### src/rtl/seg7_step_display.sv
// rtl/seg7_step_display.sv - divider-driven 4-bit up/down counter with seven-segment output
module seg7_step_display #(
    parameter int unsigned MAX_VAL = 15
) (
    input  logic       clk,
    input  logic       rst_n,
    input  logic       div_in,
    input  logic [7:0] ui_in,
    output logic [7:0] uo_out
);

    localparam logic [3:0] MAX_CNT = MAX_VAL[3:0];

    localparam logic [0:0] ST_PAUSED  = 1'b0;
    localparam logic [0:0] ST_RUNNING = 1'b1;

    logic [7:0] ui_meta;
    logic [7:0] ui_s;
    logic       ld_q;
    logic       div_q;
    logic [0:0] state;
    logic [3:0] count;
    logic       dp;

    logic       load;
    logic       step;
    logic [3:0] load_val;
    logic [3:0] count_nxt;
    logic       dp_nxt;

    // Hex digit to active-high segments, a in bit 0
    function automatic logic [6:0] seg(input logic [3:0] v);
        logic [6:0] s;
        case (v)
            4'h0:    s = 7'h3F;
            4'h1:    s = 7'h06;
            4'h2:    s = 7'h5B;
            4'h3:    s = 7'h4F;
            4'h4:    s = 7'h66;
            4'h5:    s = 7'h6D;
            4'h6:    s = 7'h7D;
            4'h7:    s = 7'h07;
            4'h8:    s = 7'h7F;
            4'h9:    s = 7'h6F;
            4'hA:    s = 7'h77;
            4'hB:    s = 7'h7C;
            4'hC:    s = 7'h39;
            4'hD:    s = 7'h5E;
            4'hE:    s = 7'h79;
            default: s = 7'h71;
        endcase
        return s;
    endfunction

    // Two-flop synchroniser for the asynchronous switches, plus load-edge history
    always_ff @(posedge clk) begin
        if (!rst_n) begin
            ui_meta <= 8'h00;
            ui_s    <= 8'h00;
            ld_q    <= 1'b0;
        end else begin
            ui_meta <= ui_in;
            ui_s    <= ui_meta;
            ld_q    <= ui_s[2];
        end
    end

    // Previous divider level; div_in is already in the clk domain
    always_ff @(posedge clk) begin
        if (!rst_n) begin
            div_q <= 1'b0;
        end else begin
            div_q <= div_in;
        end
    end

    assign load = ui_s[2] & ~ld_q;
    assign step = div_in & ~div_q;

    // Loaded values above the wrap point are clipped to it
    assign load_val = (ui_s[7:4] > MAX_CNT) ? MAX_CNT : ui_s[7:4];

    // Run/pause state simply follows the synchronised run switch
    always_ff @(posedge clk) begin
        if (!rst_n) begin
            state <= ST_PAUSED;
        end else begin
            state <= ui_s[0] ? ST_RUNNING : ST_PAUSED;
        end
    end

    // Next count: load beats step; steps wrap modulo MAX_VAL+1 and flag the wrap on dp
    always_comb begin
        count_nxt = count;
        dp_nxt    = dp;
        if (load) begin
            count_nxt = load_val;
            dp_nxt    = 1'b0;
        end else if (step && (state == ST_RUNNING)) begin
            if (!ui_s[1]) begin
                if (count == MAX_CNT) begin
                    count_nxt = 4'd0;
                    dp_nxt    = 1'b1;
                end else begin
                    count_nxt = count + 4'd1;
                    dp_nxt    = 1'b0;
                end
            end else begin
                if (count == 4'd0) begin
                    count_nxt = MAX_CNT;
                    dp_nxt    = 1'b1;
                end else begin
                    count_nxt = count - 4'd1;
                    dp_nxt    = 1'b0;
                end
            end
        end
    end

    // Counter and wrap flag registers
    always_ff @(posedge clk) begin
        if (!rst_n) begin
            count <= 4'd0;
            dp    <= 1'b0;
        end else begin
            count <= count_nxt;
            dp    <= dp_nxt;
        end
    end

    // Registered display; blanking only masks the output, counting continues
    always_ff @(posedge clk) begin
        if (!rst_n) begin
            uo_out <= 8'h00;
        end else if (ui_s[3]) begin
            uo_out <= 8'h00;
        end else begin
            uo_out <= {dp, seg(count)};
        end
    end

endmodule

### config.mk
export PLATFORM = sky130hd
export DESIGN_NAME = seg7_step_display
export DESIGN_NICKNAME = d
export VERILOG_FILES = /design/src/rtl/seg7_step_display.sv
export SDC_FILE = /design/constraint.sdc
export NUM_CORES = 1
export LEC_CHECK = 0
export BUFFER_PORTS_ARGS = -buffer_cell sky130_fd_sc_hd__buf_4
export CAP_MARGIN = 20
export CORE_AREA = 4 4 61 63
export CTS_CLUSTER_SIZE = 40
export DETAILED_ROUTE_END_ITERATION = 10
export DIE_AREA = 0 0 65 67
export PLACE_DENSITY = 0.68
export SKIP_LAST_GASP = 1
export SLEW_MARGIN = 20
export SYNTH_ARGS = -nofsm -noshare
export SYNTH_HDL_FRONTEND = slang
export SYNTH_SLANG_ARGS = --single-unit
### constraint.sdc
create_clock -name clk -period 3.2 [get_ports clk]
set_clock_uncertainty 0.2 [all_clocks]
set_input_delay 0.32 -clock clk [delete_from_list [all_inputs] [get_ports clk]]
set_output_delay 0.32 -clock clk [all_outputs]
set_load 0.02 [all_outputs]
Word level (Yosys, flattened, before mapping)
Memory sizes are Yosys's and may differ from the RTL's. A register that Yosys moved wholly into a read port is not among the register bits.
Index checks and enable logic that the tools add are counted.
{"block": "classes", "addsub": 2, "magnitude_cmp": 1, "eq_ne": 1, "mux": 10, "bitwise_logic": 5, "n_reduce_logical": 5}
{"cell": "two-way mux 4 bit", "count": 6}
{"cell": "adder 4 x 1 -> 4 bit (second input constant)", "count": 1}
{"cell": "equality test 4 bit (second input constant)", "count": 1}
{"cell": "> comparator 4 bit (second input constant)", "count": 1}
{"cell": "logical NOT 4 bit", "count": 1}
{"cell": "two-way mux 1 bit", "count": 4}
{"cell": "OR reduction 2 bit", "count": 2}
{"cell": "subtractor 4 x 1 -> 4 bit (second input constant)", "count": 1}
{"cell": "NOT 1 bit", "count": 3}
{"cell": "AND 1 bit", "count": 2}
{"cell": "nonzero test 2 bit", "count": 1}
{"cell": "logical AND 1 bit", "count": 1}
{"block": "totals", "regBits": 32, "mem_bits_ro": 112, "output_inout_bits": 8, "wordCells": 33, "n_memories": 1}
{"memory": "(no name shown)", "depth": 16, "word_bits": 7, "read_ports": 1, "rd_clocked_by_memory_dff": 1, "wr": 0, "line_no": "34", "text": "case (v)"}

Longest topological paths before layout
Gate-level depths: netlist (run 1).
{"block": "depth", "ltp_word": 5, "mapped_depth": 6, "ltp_nobuf": 6}

Worst setup path before layout (run 1)
No wires, ideal clock.
{"block": "synth_path", "path_kind": "reg-to-reg", "from": "register count[0]", "to": "register count[2]", "setup_ps": 135, "arrival_time_ps": 1476, "setup_slack_ps": 1389, "path_stages_with_launch": 6, "n_path_buf": 0, "period_less_slack_ps": 1811, "cell_sequence": "dfxtp_1 > inv_2 > ha_1 > ha_1 > a2111oi_0 > o22ai_1"}
{"block": "synth_between", "elab_chain_len": 5}
{"element": "start: declaration", "line_no": "22", "text": "logic [3:0] count;"}
{"element": "start signal: assignment", "line_no": "126", "text": "count <= count_nxt;"}
{"element": "adder 4 x 1 -> 4 bit, or another cell as far along", "line_no": "105", "text": "count_nxt = count + 4'd1;"}
{"element": "two-way mux 4 bit, on equally long branches", "line_no": "101, 109"}
{"element": "two-way mux 4 bit (*)", "line_no": "100", "text": "if (!ui_s[1]) begin"}
{"element": "two-way mux 4 bit (*)", "line_no": "99", "text": "end else if (step && (state == ST_RUNNING)) begin"}
{"element": "two-way mux 4 bit (*)", "line_no": "96", "text": "if (load) begin"}
Mark *: on every way between the ends. The rest lies on a longest branch, timed or not. The select of a mux whose other input is x is not followed.
A chain may end at the register's enable or synchronous reset.

Final worst setup path (run 1)
{"block": "layout_path", "from": "register count[1]", "to": "register count[2]"}
Same word-level chain as after synthesis.

==> run_results.csv, run 1 <==
group,metric,value,unit
status,outcome,"complete, no violations",
synthesis,yosysWarnings,0,
clock_tree,cts_root_buf,"clkbuf_4",
synthesis,yosysUniqueCellTypes,34,
pwr,static-leakage-power,0.000702,uW
sta,fin_tns_setup,0,ps
global_route,grt_pass1_vias,1078,
critical_path,worstSetupStartpointType,"register",
sta,hold_viol_final,0,
floorplanning,row_count,21,
detailed_routing,routed_wl,2.43,mm
synthesis,netlist_area,1370,sq um
clock_tree,cts_tree,"done",
critical_path,end_kind,"register",
worst_hold_path,hold_start,"rst_n",
floorplanning,die_y,67,um
layout,layout.nets,189,
critical_path,r2r_slack,1130,ps
sta,whs,120,ps
clock_tree,clk_latency,330,ps
placement,hpwl,1.64,mm
global_route,grt.overflow.total,0,
placement,port_buffers,18,
layout,multi_input_area,646,sq um
global_route,grt_pass1_wl,4.58,mm
worst_hold_path,hold_path.class,"primary input to register",
floorplanning,ioPinCount,19,
sta,max-slew-margin-rel,55.4,%
critical_path,path_cells,"inv_1, ha_1, ha_1, a2111oi_0, o22ai_1",
synthesis,synth-edff-count,0,
critical_path,cpPeakStageDelay,530,ps
worst_hold_path,hold_depth,3,
global_route,grt_util_all_layers,13.8,%
clock_tree,post_cts_buffers,0,
layout,instances_no_fill,216,
floorplanning,die_w,65,um
critical_path,worst_ep_arrival_time,2070,ps
clock_tree,path_clk_slew,100,ps
detailed_routing,wire_per_inst,11.3,um
synthesis,synth_area_per_cell,9.55,sq um
layout,regArea,641,sq um
layout,nFillCells,307,
critical_path,critical_path_peak_fanout,10,
critical_path,path_class,"register to register",
clock_tree,clock_sinks,32,
detailed_routing,first_iter_violations,51,
critical_path,timing.rr.start,"count[1]",
detailed_routing,detail-route-antenna-nets,0,
global_route,busiest_layer,"met2",
placement,placed_cells,199,
job,drv_cap,0,
critical_path,reg2reg_depth,5,
clock_tree,numCtsBuffers,5,
synthesis,ys_ff_latch,32,
synthesis,async_reset_ff_share,0,%
worst_hold_path,hold_end,"dp",
layout,area_growth,24.4,%
sta,report.final.slew_viol_count,0,
sta,worst_pin_slew,668,ps
global_route,grtUsageMet2,23.8,%
floorplanning,start_util,42.2,%
global_route,use_met1,14.7,%
detailed_routing,vias,1077,
sta,clock.fmax,0.484,GHz
synthesis,ys.flop_type,"dfxtp_1",
critical_path,slowest_stage,"dfxtp_1",
detailed_routing,viasPerCell,4.99,
sta,period_share,64.6,%
clock_tree,cts_resized,0,
sta,fin_crit,2070,ps
critical_path,cpMostUsedCell,"ha_1",
critical_path,crit_start,"count[1]",
layout,insertedDiodeCount,0,
pwr,power.density,518,nW/um^2
critical_path,crit_family,"compound AO/OA/AOI/OAI gates",
global_route,grt_max_degree,27,
global_route,antenna_found_initial,0,
clock_tree,cts_buffer_depth,2,
critical_path,path_buf_inv,1,
clock_tree,cts_max_level,2,
synthesis,syn_nets,163,
global_route,grt_use_met3,3.71,%
sta,setup_viol_count_final,0,
synthesis,synth.yosys.seq_area_share,46.9,%
critical_path,cp.required,3210,ps
floorplanning,die-area,4360,sq um
floorplanning,coreArea,3230,sq um
placement,gp_congestion,0.835,
detailed_routing,drt_pass1_iterations,5,
layout,drive_gt1_share,18.2,%
detailed_routing,drc_errors,0,
critical_path,regToRegEndpoint,"count[2]",
synthesis,synthCells,143,
pwr,peakVddDrop,0.290,mV
sta,rsz0062_at_grt,"false",
-- synthesized netlist by cell type (all sizes together), types with 2 or more instances --
master	number	share of area, %
a21oi	7	2.6
buf	3	1.9
nand2	6	1.6
clkbuf	5	1.4
and2	19	8.7
nor2	11	3.0
a31oi	2	0.92
ha	9	8.2
nand3b	3	1.6
dfxtp	32	47
inv	9	2.5
o21ai	7	2.6
o22ai	2	0.92
nand2b	3	1.4
a211oi	6	3.3
nor3	3	1.1
o211ai	2	1.1
-- report_power, final --
group          internal [uW]  total, uW  switching [uW]
logic                   52.4       99.4            47.0
clock network            207        346             139
registers                419        434            14.6
-- kinds of logic (layout without fill, tap and decap cells) --
logic type | count (synthesis) | in the layout | share of synthesized area, %
AND/OR/NAND/NOR | 48 | 48 | 19.2
adder cells (fa/ha/maj) | 9 | 9 | 8.25
flip-flops | 32 | 32 | 46.9
multiplexers | 2 | 2 | 2.47
AO/OA/AOI/OAI | 35 | 35 | 17.4
buffers and inverters | 17 | 44 | 5.77
-- registers in the layout, summed over array words and instances, names as in the netlist --
name and cells:
state 1, uo_out 8, ld_q 1, dp 1
div_q 1, ui_s 8, ui_meta 8, count 4
-- cell type report --
class / count / area share (%)
repair buffers: 27 / 13.3
clock inverters: 1 / 1.77
flip-flops and latches: 32 / 37.7
inverters: 9 / 1.99
well taps: 46 / 3.39
multi-input cells: 94 / 38.0
clock buffers: 7 / 3.83
-- placed cells by master (no fill, tap or decap), drive strengths merged, types with 6 or more instances in the layout --
cell / count
a211oi: 6
a21oi: 7
and2: 19
buf: 18
clkbuf: 7
dfxtp: 32
dlygate4sd3: 9
ha: 9
inv: 9
nand2: 6
nor2: 11
o21ai: 7
-- tightest hold or removal path: stages --
cell and delay, ps:
buf_4 180, nand2_1 80, a211oi_1 40
-- what timing repair did --
action,4_1_cts,5_1_grt
endpoints found under the setup margin,0,0
endpoints found under the hold margin,9,0
hold buffers,9,0
-- layer usage --
layer	share of wire, %	wire [um]	up-vias
li1	-	-	541
met1	41	1000	495
met2	50	1220	33
met3	7.0	170	8
met4	1.6	40	0
met5	0	0	-
-- through the flow --
| stage | instance area (sq um) | util (%) | total power, uW | worst slack [ps] |
|---|---|---|---|---|
| floorplan | 1370 | - | 503 | 1390 |
| global placement | 1510 | 46.8 | 531 | 1330 |
| detailed placement | 1510 | 46.8 | 535 | 1150 |
| CTS | 1700 | 52.5 | 894 | 1130 |
| global route | 1700 | 52.5 | 927 | 758 |
| finish | 1700 | 52.5 | 880 | 1130 |
-- worst max-delay path by stage --
| stage | slack (ps) | to | cells past startpoint |
|---|---|---|---|
| floorplan | 1390 | count[2] | 5 |
| global placement | 1330 | count[2] | 5 |
| detailed placement | 1150 | count[2] | 5 |
| CTS | 1130 | count[2] | 5 |
| global route | 760 | count[2] | 6 |
| finish | 1130 | count[2] | 5 |
(Power assumes the default switching activity.)
==> inputs of run 2 (changes only) <==
Settings changed: ABC_AREA from default to 1.
Clock period 3.2 ns to 2.1 ns, I/O delays scaled along.
==> run 2 against run 1 <==
Sequential share of layout area fell by 0.87 points. Register-to-register slack got worse by 780 ps. Clock power fell by 1%.
==> run_results.csv, run 2 <==
group,metric,value,unit
layout,final_core_util,53.8,%
placement,hpwl,1.65,mm
critical_path,slowest_stage,"dfxtp_1",
detailed_routing,routed_wl,2.46,mm
pwr,finalPower,1170,uW
critical_path,crit_start,"count[0]",
pwr,combPwrFrac,14.6,%
synthesis,netlist_area,1370,sq um
layout,finalInstanceArea,1740,sq um
placement,port_buffers,18,
critical_path,crit_family,"flip-flops",
critical_path,worst_ep_arrival_time,1790,ps
worst_hold_path,hold_start,"ui_meta[4]",
detailed_routing,drc_errors,0,
synthesis,synth.top_cells.by_count,"nand2_1, dfxtp_1, inv_1",
clock_tree,path_clk_slew,110,ps
job,drv_cap,0,
critical_path,cp.required,2140,ps
clock_tree,numCtsBuffers,5,
synthesis,synthCells,173,
critical_path,critical_path_peak_fanout,8,
status,outcome,"complete, no violations",
pwr,switchingPower,320,uW
sta,period_share,83.2,%
floorplanning,coreArea,3230,sq um
critical_path,path_cells,"inv_1, ha_1, a21oi_1, nand2_1, nand3_1, nand3_1, nand2_1, a21oi_1",
layout,final_cell_mix,"nand2_1, dfxtp_1, inv_1",
detailed_routing,first_iter_violations,23,
global_route,grt_pass1_vias,1001,
sta,fin_crit,1750,ps
clock_tree,cts_max_level,2,
pwr,power.density,672,nW/um^2
layout,area_growth,27.1,%
worst_hold_path,hold_path.class,"register to register",
synthesis,yosysUniqueCellTypes,26,
global_route,grt_pass1_wl,4.33,mm
sta,rsz0062_at_grt,"false",
synthesis,yosysMostFrequentCell,"nand2_1",
pwr,internal_power,848,uW
layout,nFillCells,310,
synthesis,synth_top_family_by_area,"simple AND/OR/NAND/NOR gates",
layout,insertedDiodeCount,0,
layout,top_regs,"ui_meta: 8 flops, ui_s: 8 flops, uo_out: 8 flops",
floorplanning,die_y,67,um
detailed_routing,detail-route-antenna-nets,0,
sta,clock.fmax,0.572,GHz
floorplanning,row_count,21,
pwr,static-leakage-power,0.000902,uW
critical_path,worstSetupStartpointType,"register",
critical_path,end_kind,"register",
clock_tree,cts_tree,"done",
layout,layout_commonest_cell,"nand2_1",
synthesis,synth.yosys.seq_area_share,46.8,%
detailed_routing,wire_per_inst,9.61,um
pwr,swShare,27.4,%
sta,worst_pin_slew,464,ps
synthesis,yosysWarnings,0,
critical_path,path_class,"register to register",
floorplanning,start_util,42.3,%
critical_path,cpPeakStageDelay,470,ps
synthesis,synth_top_area_share,46.8,%
sta,hold_viol_final,0,
sta,max-slew-margin-rel,69.0,%
synthesis,syn_nets,193,
detailed_routing,vias,1125,
sta,report.final.slew_viol_count,0,
synthesis,synth_xor_area_share,0.640,%
synthesis,synth_area_per_cell,7.90,sq um
pwr,p_clk_share,29.3,%
sta,fin_tns_setup,0,ps
placement,placed_area,1550,sq um
clock_tree,cts_resized,0,
global_route,grt_util_all_layers,13.2,%
floorplanning,ioPinCount,19,
clock_tree,clock_sinks,32,
floorplanning,die_w,65,um
sta,setup_viol_count_final,0,
clock_tree,hold_buffers,13,
global_route,grt_max_degree,24,
global_route,antenna_found_initial,0,
critical_path,timing.rr.start,"count[0]",
placement,gp_congestion,0.860,
clock_tree,post_cts_buffers,0,
synthesis,ys.flop_type,"dfxtp_1",
global_route,grt.overflow.total,0,
synthesis,synth-edff-count,0,
pwr,peakVddDrop,0.471,mV
layout,layout.nets,229,
critical_path,path_buf_inv,1,
floorplanning,die-area,4360,sq um
synthesis,synth-compound-area-share,10.8,%
synthesis,synth-adder-area-share,8.23,%
detailed_routing,viasPerCell,4.39,
pwr,power.share.sequential,56.1,%
detailed_routing,drt_pass1_iterations,4,
synthesis,synthSimpleGateAreaFrac,21.6,%
clock_tree,cts_buffer_depth,2,
synthesis,yosysTopAreaCell,"dfxtp_1",
synthesis,ys_ff_latch,32,
synthesis,synthMuxAreaShare,0,%
clock_tree,clk_latency,340,ps
synthesis,async_reset_ff_share,0,%
synthesis,synthTopCellsByArea,"dfxtp_1, nand2_1, ha_1",
layout,drive_gt1_share,21.0,%
clock_tree,cts_root_buf,"clkbuf_4",
run 2: changes by cell type after synthesis, sizes merged, moves of 4 or more:
cell / delta
a211oi: -6
and2: -19
inv: +28
nand2: +31
nand3: +7
nand4: +4
run 2: path summary, 6_finish.rpt:
check,to,slack (ps),depth (start not counted)
setup / recovery,count[3],350,8
hold reg to reg,ui_s[4],220,2
setup reg to reg,count[3],350,8
hold / removal,ui_s[4],220,2
run 2: area by class of cell:
| type | instances | area, sq um | area share, % |
|---|---|---|---|
| inverter | 37 | 139 | 7.99 |
| clock inverter | 3 | 18.8 | 1.08 |
| tap | 46 | 57.6 | 3.31 |
| timing repair buffer | 33 | 280 | 16.1 |
| multi-input combinational | 100 | 564 | 32.5 |
| sequential | 32 | 641 | 36.9 |
| clock buffer | 5 | 37.5 | 2.16 |
run 2: per-stage QoR:
stage / setup slack [ps] / instances / hold WS (ps)
finish: 353 / 256 / 220
global route: 216 / 256 / 231
CTS: 340 / 256 / 220
detailed placement: 349 / 235 / 195
global placement: 354 / 235 / 191
floorplan: 501 / 173 / 103
run 2: metal layers:
layer  vias to the layer above  track usage (%)  share of wire, %  wire length (um)
li1                        609                -                 -                 -
met5                         -                0                 0                 0
met4                         0             6.60               1.8                45
met2                        26             21.6                46              1140
met3                         6             5.90               6.3               156
met1                       484             14.5                46              1120
run 2: worst register-to-register path, stage by stage, from the launching register on:
cell	delay, ps
dfxtp_1	470
inv_1	190
ha_1	260
a21oi_1	190
nand2_1	70
nand3_1	80
nand3_1	70
nand2_1	70
a21oi_1	60
run 2: logic make-up after synthesis:
| family | count (synthesis) |
|---|---|
| and+or+nand+nor | 64 |
| buffers and inverters | 41 |
| adders and majority gates | 9 |
| DFF | 32 |
| AOI/OAI and AO/OA | 26 |
| xor gates and xnor gates | 1 |
run 2: power by group through the flow:
stage               sequential (uW)  clock, uW  combinational, uW
finish                          656        342                170
global route                    660        393                192
CTS                             656        357                170
detailed placement              670          0                151
global placement                669          0                150
floorplan                       683          0               84.5
